**src/rtl/fetch_seq_ctrl.sv**
```systemverilog
// fetch_seq_ctrl: sequencer for the 32-bit instruction fetch path.
// Issues aligned fetch requests to the I-cache (one outstanding at a time),
// forwards each response combinationally to the re-aligner, throttles on
// instruction-queue credits, and handles redirects, kills, faults and halts.
//
// Ports:
//   clk_i, rst_ni            clock, async active-low reset
//   boot_addr_i              first fetch PC, sampled in BOOT
//   redirect_i/_addr_i       redirect pulse and new PC (bit 1 may be set)
//   halt_i / halted_o        halt request level / halted status
//   req_o/req_addr_o/req_ready_i   cache request handshake
//   rsp_valid_i/rsp_data_i/rsp_ex_i cache response
//   kill_o                   abort the outstanding cache request
//   realign_*_o              re-aligner valid/addr/data/flush
//   serving_unaligned_i      re-aligner holds the first half of an instruction
//   fetch_ex_o               marks realign_valid_o as faulting
//   credit_return_i          queue slots freed this cycle
//
// state  | meaning
// BOOT   | load pc from boot_addr_i
// REQ    | request the block at pc when credits allow
// WAIT   | request granted, forward the response
// KILL   | request aborted by redirect, drop its response
// HALTED | halt accepted, no fetch until halt_i drops
// FAULT  | fetch fault forwarded, idle until redirect
module fetch_seq_ctrl #(
  parameter int VLEN            = 32,
  parameter int FETCH_WIDTH     = 32,
  parameter int INSTR_PER_FETCH = 2,
  parameter int QUEUE_DEPTH     = 8,
  localparam int CW             = $clog2(QUEUE_DEPTH + 1)
) (
  input  logic                   clk_i,
  input  logic                   rst_ni,
  input  logic [VLEN-1:0]        boot_addr_i,
  input  logic                   redirect_i,
  input  logic [VLEN-1:0]        redirect_addr_i,
  input  logic                   halt_i,
  output logic                   halted_o,
  output logic                   req_o,
  output logic [VLEN-1:0]        req_addr_o,
  input  logic                   req_ready_i,
  input  logic                   rsp_valid_i,
  input  logic [FETCH_WIDTH-1:0] rsp_data_i,
  input  logic                   rsp_ex_i,
  output logic                   kill_o,
  output logic                   realign_valid_o,
  output logic [VLEN-1:0]        realign_addr_o,
  output logic [FETCH_WIDTH-1:0] realign_data_o,
  output logic                   realign_flush_o,
  input  logic                   serving_unaligned_i,
  output logic                   fetch_ex_o,
  input  logic [CW-1:0]          credit_return_i
);

  localparam int          FETCH_BYTES = FETCH_WIDTH / 8;
  localparam logic [CW:0] IPF_W       = (CW+1)'(INSTR_PER_FETCH);
  localparam logic [CW:0] QD_W        = (CW+1)'(QUEUE_DEPTH);

  typedef enum logic [2:0] {
    ST_BOOT, ST_REQ, ST_WAIT, ST_KILL, ST_HALTED, ST_FAULT
  } state_e;

  state_e          state_q, state_d;
  logic [VLEN-1:0] pc_q, req_pc_q, pc_aligned;
  logic [CW-1:0]   credits_q, credits_d;
  logic [CW:0]     ext_sum, credit_sum;
  logic            halt_gate, handshake, kill_drop, redirect_active;

  // A halt never lands between the two halves of an unaligned instruction.
  assign halt_gate       = halt_i & !serving_unaligned_i;
  assign handshake       = req_o & req_ready_i;
  assign redirect_active = redirect_i & (state_q != ST_BOOT);
  assign kill_drop       = (state_q == ST_KILL) & rsp_valid_i & !redirect_i;
  assign pc_aligned      = {pc_q[VLEN-1:2], 2'b00};

  // The kill refund always follows a redirect that already refilled the
  // counter, so it is absorbed by saturation; only the downstream return
  // path is held to the queue depth.
  assign ext_sum    = {1'b0, credits_q} - (handshake ? IPF_W : '0) + {1'b0, credit_return_i};
  assign credit_sum = ext_sum + (kill_drop ? IPF_W : '0);

  always_comb begin
    credits_d = credits_q;
    if (redirect_active)         credits_d = QD_W[CW-1:0];
    else if (credit_sum > QD_W)  credits_d = QD_W[CW-1:0];
    else                         credits_d = credit_sum[CW-1:0];
  end

  credit_overflow_a : assert property (@(posedge clk_i) disable iff (!rst_ni)
    redirect_active || (ext_sum <= QD_W));

  // State register and datapath
  always_ff @(posedge clk_i or negedge rst_ni) begin
    if (!rst_ni) begin
      state_q   <= ST_BOOT;
      pc_q      <= '0;
      req_pc_q  <= '0;
      credits_q <= QD_W[CW-1:0];
    end else begin
      state_q   <= state_d;
      credits_q <= credits_d;
      if (state_q == ST_BOOT) begin
        pc_q <= boot_addr_i;
      end else if (redirect_i) begin
        pc_q <= redirect_addr_i;
      end else if (handshake) begin
        req_pc_q <= pc_q;
        pc_q     <= pc_aligned + VLEN'(FETCH_BYTES);
      end
    end
  end

  // Next-state logic
  always_comb begin
    state_d = state_q;
    case (state_q)
      ST_BOOT:   state_d = ST_REQ;
      ST_REQ: begin
        if (redirect_i)     state_d = ST_REQ;
        else if (handshake) state_d = ST_WAIT;
        else if (halt_gate) state_d = ST_HALTED;
      end
      ST_WAIT: begin
        if (redirect_i)       state_d = rsp_valid_i ? ST_REQ : ST_KILL;
        else if (rsp_valid_i) state_d = rsp_ex_i ? ST_FAULT : ST_REQ;
      end
      // A redirect re-arms KILL unless the stale response drains that cycle.
      ST_KILL:   if (rsp_valid_i) state_d = ST_REQ;
      ST_HALTED: if (redirect_i || !halt_i) state_d = ST_REQ;
      ST_FAULT:  if (redirect_i) state_d = ST_REQ;
      default:   state_d = ST_BOOT;
    endcase
  end

  // Outputs
  always_comb begin
    req_o           = 1'b0;
    kill_o          = 1'b0;
    halted_o        = 1'b0;
    realign_valid_o = 1'b0;
    fetch_ex_o      = 1'b0;
    case (state_q)
      ST_REQ:    req_o = !redirect_i & !halt_gate & ({1'b0, credits_q} >= IPF_W);
      ST_WAIT: begin
        realign_valid_o = rsp_valid_i & !redirect_i;
        fetch_ex_o      = rsp_valid_i & !redirect_i & rsp_ex_i;
        kill_o          = redirect_i & !rsp_valid_i;
      end
      ST_HALTED: halted_o = 1'b1;
      default: ;
    endcase
    realign_flush_o = redirect_active;
  end

  assign req_addr_o     = pc_aligned;
  assign realign_addr_o = req_pc_q;
  assign realign_data_o = rsp_data_i;

endmodule

```
**config.mk**
```make
export PLATFORM = sky130hd
export DESIGN_NAME = fetch_seq_ctrl
export DESIGN_NICKNAME = d
export VERILOG_FILES = /design/src/rtl/fetch_seq_ctrl.sv
export SDC_FILE = /design/constraint.sdc
export NUM_CORES = 1
export LEC_CHECK = 0
export BUFFER_PORTS_ARGS = -buffer_cell sky130_fd_sc_hd__buf_4
export CORE_MARGIN = 5
export CORE_UTILIZATION = 52
export DETAILED_ROUTE_END_ITERATION = 6
export MAX_ROUTING_LAYER = met4
export PLACE_DENSITY = 0.87
export SYNTH_ARGS = -nofsm -noshare
export SYNTH_HDL_FRONTEND = slang
export SYNTH_SLANG_ARGS = --single-unit
```
**constraint.sdc**
```tcl
create_clock -name clk_i -period 5.6 [get_ports clk_i]
set_input_delay 1.12 -clock clk_i [delete_from_list [all_inputs] [get_ports clk_i]]
set_output_delay 1.12 -clock clk_i [all_outputs]
set_load 0.1 [all_outputs]
```
# Word-level counts from Yosys, hierarchy flattened
# Index checks and enable logic that the tools add are counted.
classes:
  add_sub_neg: 4
  n_mux: 23
  magnitude_cmp: 2
  n_bitwise: 12
  eq_ne: 10
  n_reduce_logical: 11
ops:
  columns: ["cell", "n"]
  rows:
  - ["32-bit 2-to-1 mux", 3]
  - ["32-bit by 3-bit adder with 32-bit output (second input constant)", 1]
  - ["3-bit 2-to-1 mux", 9]
  - ["3-bit case mux with 6 select lines", 1]
  - ["1-bit AND", 10]
  - ["4-bit 2-to-1 mux", 2]
  - ["3-bit by 2-bit == test with 1-bit output (second input constant)", 2]
  - ["3-bit == test (second input constant)", 2]
  - ["2-bit 2-to-1 mux", 3]
  - ["2-bit != test (second input constant)", 3]
  - ["3-bit nonzero test", 2]
  - ["5-bit by 2-bit adder with 5-bit output", 1]
  - ["5-bit by 4-bit adder with 5-bit output", 1]
  - ["5-bit by 4-bit > comparator with 1-bit output (second input constant)", 1]
  - ["1-bit logical NOT", 5]
  - ["1-bit 2-to-1 mux", 5]
  - ["5-bit AND reduction", 1]
  - ["4-bit by 2-bit subtractor with 5-bit output", 1]
  - ["4-bit by 2-bit >= comparator with 1-bit output (second input constant)", 1]
  - ["4-bit != test (second input constant)", 1]
  - ["3-bit by 1-bit == test with 1-bit output (second input constant)", 1]
  - ["3-bit logical NOT", 1]
  - ["3-bit != test (second input constant)", 1]
  - ["3-bit AND reduction", 1]
  - ["other kinds (2)", 3]
totals:
  wordCells: 66
  in_bits: 108
  reg_bits: 71
  output_inout_bits: 102

# Depth between registers and ports, before layout
depth:
  depth_word: 14
  depth_mapped: 16
  mapped_depth_nobuf: 13

# Worst setup path after synthesis
# Ideal clock, no wire load.
synth_path:
  kind: "in2out"
  start: "in redirect_i"
  end: "out realign_valid_o"
  path_buffers: 3
  slack_ps: 568
  stages: 6
  required_ps: 4480
  t_arrival_ps: 3912
  cell_sequence: "buf_2 -> buf_1 -> buf_1 -> nor2_1 -> nand2_1 -> nor3_1"
synth_between:
  elab_chain_len: 3
synth_lines:
  columns: ["element", "line", "rtl"]
  rows:
  - ["start: declaration", "36", "input logic redirect_i,"]
  - ["1-bit logical NOT", "146", "realign_valid_o = rsp_valid_i & !redirect_i;"]
  - ["1-bit AND", "146", null]
  - ["1-bit 2-to-1 mux", "143", "case (state_q)"]
  - ["end: declaration", "47", "output logic realign_valid_o,"]
# No other way between the ends.

# Worst setup path after layout
layout_path:
  start: "in redirect_i"
  end: "reg credits_q[1]"
layout_between:
  elab_chain_len: 12
  word_cells_on_any_way: 15
  cone_classes: "add/sub (3); order compare (1); mux (5); bitwise (5); reduce/logical (1)"
layout_lines:
  columns: ["element", "line", "rtl"]
  rows:
  - ["1-bit logical NOT", "74, 144", null]
  - ["1-bit AND (2 in a row)", "144", "ST_REQ: req_o = !redirect_i & !halt_gate & ({1'b0, credits_q} >= IPF_W);"]
  - ["1-bit 2-to-1 mux", "143", null]
  - ["1-bit AND", "72", "assign handshake = req_o & req_ready_i;"]
  - ["2-bit 2-to-1 mux", "80", "assign ext_sum = {1'b0, credits_q} - (handshake ? IPF_W : '0) + {1'b0, credit_return_i};"]
  - ["4-bit by 2-bit subtractor with 5-bit output", "80", null]
  - ["5-bit by 4-bit adder with 5-bit output", "80", null]
  - ["5-bit by 2-bit adder with 5-bit output", "81", "assign credit_sum = ext_sum + (kill_drop ? IPF_W : '0);"]
  - ["5-bit by 4-bit > comparator with 1-bit output", "86", "else if (credit_sum > QD_W) credits_d = QD_W[CW-1:0];"]
  - ["4-bit 2-to-1 mux", "86", null]
  - ["4-bit 2-to-1 mux *", "85", "if (redirect_active) credits_d = QD_W[CW-1:0];"]
  - ["net credits_d[1]", "66", "logic [CW-1:0] credits_q, credits_d;"]
  - ["end signal: assignment", "99", "credits_q <= QD_W[CW-1:0];"]
  - ["end signal: assignment", "102", "credits_q <= credits_d;"]
  - ["end: declaration", "66", null]
# Mark *: on every way through the listed nets, which the timed path passes. The rest lies on a longest branch.
# A chain may end at the register's enable or synchronous reset.

==> results.json <==
{
  "status": "finished, final reports clean",
  "clock-sinks": 71,
  "yosys.area.top_type": "dfrtp_1",
  "initial_utilization": 0.536,
  "synth_top_cell_area_share": 0.375,
  "ys_seq_elements": 71,
  "rsz0062_at_grt": "false",
  "fin_nets": 746,
  "fmax_ghz": 0.264,
  "grt_overflow_total": 0,
  "drive_above_1_share": 0.281,
  "critPathSlowestCell": "fa_1",
  "place_ws_ps": 1450,
  "area_growth_syn_to_layout_pct": 16.8,
  "finalSetupTns_ps": 0,
  "post-dp-hpwl_um": 9940,
  "remaining_drc_errors": 0,
  "fin_crit_ps": 3790,
  "end_kind": "register",
  "dieArea_um2": 11000,
  "regArea_um2": 1780,
  "setup_viol": 0,
  "grt_pass1_wl_um": 22000,
  "cts_root_buf": "clkbuf_8",
  "ys_types": 59,
  "syn_inst": 562,
  "synth_area_leaders": "dfrtp_1, buf_4, nand2_1, a21oi_1, ha_1",
  "place_congestion": 0.896,
  "ios": 210,
  "critPathKind": "in -> reg",
  "core_area_um2": 8720,
  "grt_pass1_vias": 4302,
  "firstDrtPassIters": 5,
  "via_per_inst": 5.88,
  "core.rowCount": 34,
  "syn_area_um2": 4670,
  "die_width_um": 105,
  "portBuffers": 143,
  "cts_resized": 0,
  "most-common-layout-cells": "buf_4, nand2_1, dfrtp_1, a21oi_1, o21ai_0",
  "cts_tree": "done",
  "grt.total_usage": 0.252,
  "postCtsHoldBufs": 0,
  "crit_arrival_ps": 4080,
  "crit_fanout": 48,
  "ys_warn_count": 0,
  "cts.reportedPaths.clkPinSlew_ps": 80,
  "critical-path-max-stage-delay_ps": 500,
  "finClkSkew_ps": 11.3,
  "routedWlPerCell_um": 18.6,
  "cts_buffers": 9,
  "maxCapViolations": 0,
  "clock_latency_ps": 360,
  "synth_edf_count": 0,
  "cts_max_level": 3,
  "setup_ws_ps": 1810,
  "tightest_slew_ps": 919,
  "yosysSeqAreaShare": 0.380,
  "finalHoldViolCount": 0,
  "syn_avg_cell_area_um2": 8.32,
  "grt_max_degree": 72,
  "clock_path_buffers": 2,
  "drt-total-wl_um": 13700,
  "holdCritPathClass": "reg -> reg",
  "ys.flop_type": "dfrtp_1",
  "final_common_cell": "buf_4",
  "vias": 4340,
  "diodes": 0,
  "antenna_found_initial": 0,
  "multiInputGateArea_um2": 2190,
  "cp-start-kind": "primary input",
  "drt_iter0_drc": 401,
  "async_flop_share": 1.00,
  "fp.dieH_um": 105,
  "post_cts_buffers": 0,
  "final-max-slew-violation-count": 0,
  "finalCritPeriodShare": 0.677,
  "num-fill-cells": 769,
  "postRouteAntennaNets": 0,
  "cp_cell_sequence": "buf_4, nor4b_4, nand3_2, clkinv_1, fa_1, ha_1, inv_1, ha_1, inv_1, fa_1, nor3b_1, nor2_1, nor3_1, and2_1",
  "slew_headroom": 0.387,
  "crit_required_ps": 5890
}
-- path summary, 6_finish.rpt --
kind	depth (start not counted)	startpoint	slack (ps)	end
min reg2reg	2	realign_addr_o[24]	480	realign_addr_o[24]
min	2	realign_addr_o[24]	480	realign_addr_o[24]
max	14	redirect_i	1810	credits_q[1]
max reg2reg	13	state_q[0]	2090	credits_q[1]
max in group asynchronous	1	rst_ni	4110	pc_q[12]
min in group asynchronous	1	rst_ni	890	realign_addr_o[22]
-- metrics by stage --
step / std cells / hold slack (ps) / area [um^2] / utilization
6_report: 738 / 483 / 5460 / 0.626
5_1_grt: 738 / 503 / 5460 / 0.626
4_1_cts: 738 / 486 / 5460 / 0.626
3_5_place_dp: 723 / 468 / 5290 / 0.606
3_3_place_gp: 723 / 448 / 5290 / 0.606
2_1_floorplan: 563 / 439 / 4680 / -
-- sequential cells by signal (all words and copies together) (netlist names) --
name / cells
credits_q: 4
pc_q: 32
realign_addr_o: 32
state_q: 3
-- cell usage after synthesis (5+ instances only) --
library cell and count:
nand4_1 10, o311a_1 7, dfrtp_1 70, nand2_1 127
buf_2 13, o21ai_0 22, o22ai_1 7, o31ai_1 5
clkbuf_1 10, buf_4 66, nand3_1 19, ha_1 10
nor2_1 17, a211oi_1 9, nor3_1 6, a31oi_1 6
a21oi_1 42, inv_1 20, and3_1 11
-- routing by layer --
metal  track usage  wire length (um)  up-vias
met5             -                 0        -
met4        0.0968               324        0
met3        0.0629              1390       42
met2         0.383              6270      234
met1         0.323              5730     2043
li1              -                 -     2021
-- critical path, delay by kind of cell --
family | cells | cell delay, ps
buf+inv | 4 | 470
fa+ha+maj | 4 | 1380
simple gates | 6 | 1100
-- cell families (layout without fill, tap and decap cells) --
group	count (synthesis)	count (layout)	share of synthesized area
AO/OA/AOI/OAI	127	127	0.176
XOR/XNOR	6	6	0.0112
adder cells (fa/ha/maj)	12	12	0.0353
buffers and inverters	116	183	0.153
flip-flops	71	71	0.380
multiplexers	3	3	0.00669
other	1	2	0.000802
AND/OR/NAND/NOR	226	226	0.237
-- layout make-up --
type / instances / area share
sequential: 71 / 0.326
timing repair buffer: 147 / 0.202
tap: 108 / 0.0247
inverter: 21 / 0.0144
clock inverter: 5 / 0.00642
multi-input combinational: 376 / 0.401
clock buffer: 10 / 0.0252
Power is left out: the tool's default activity adds up to more than one toggle a clock period on the data nets, which glitch-free logic cannot reach.
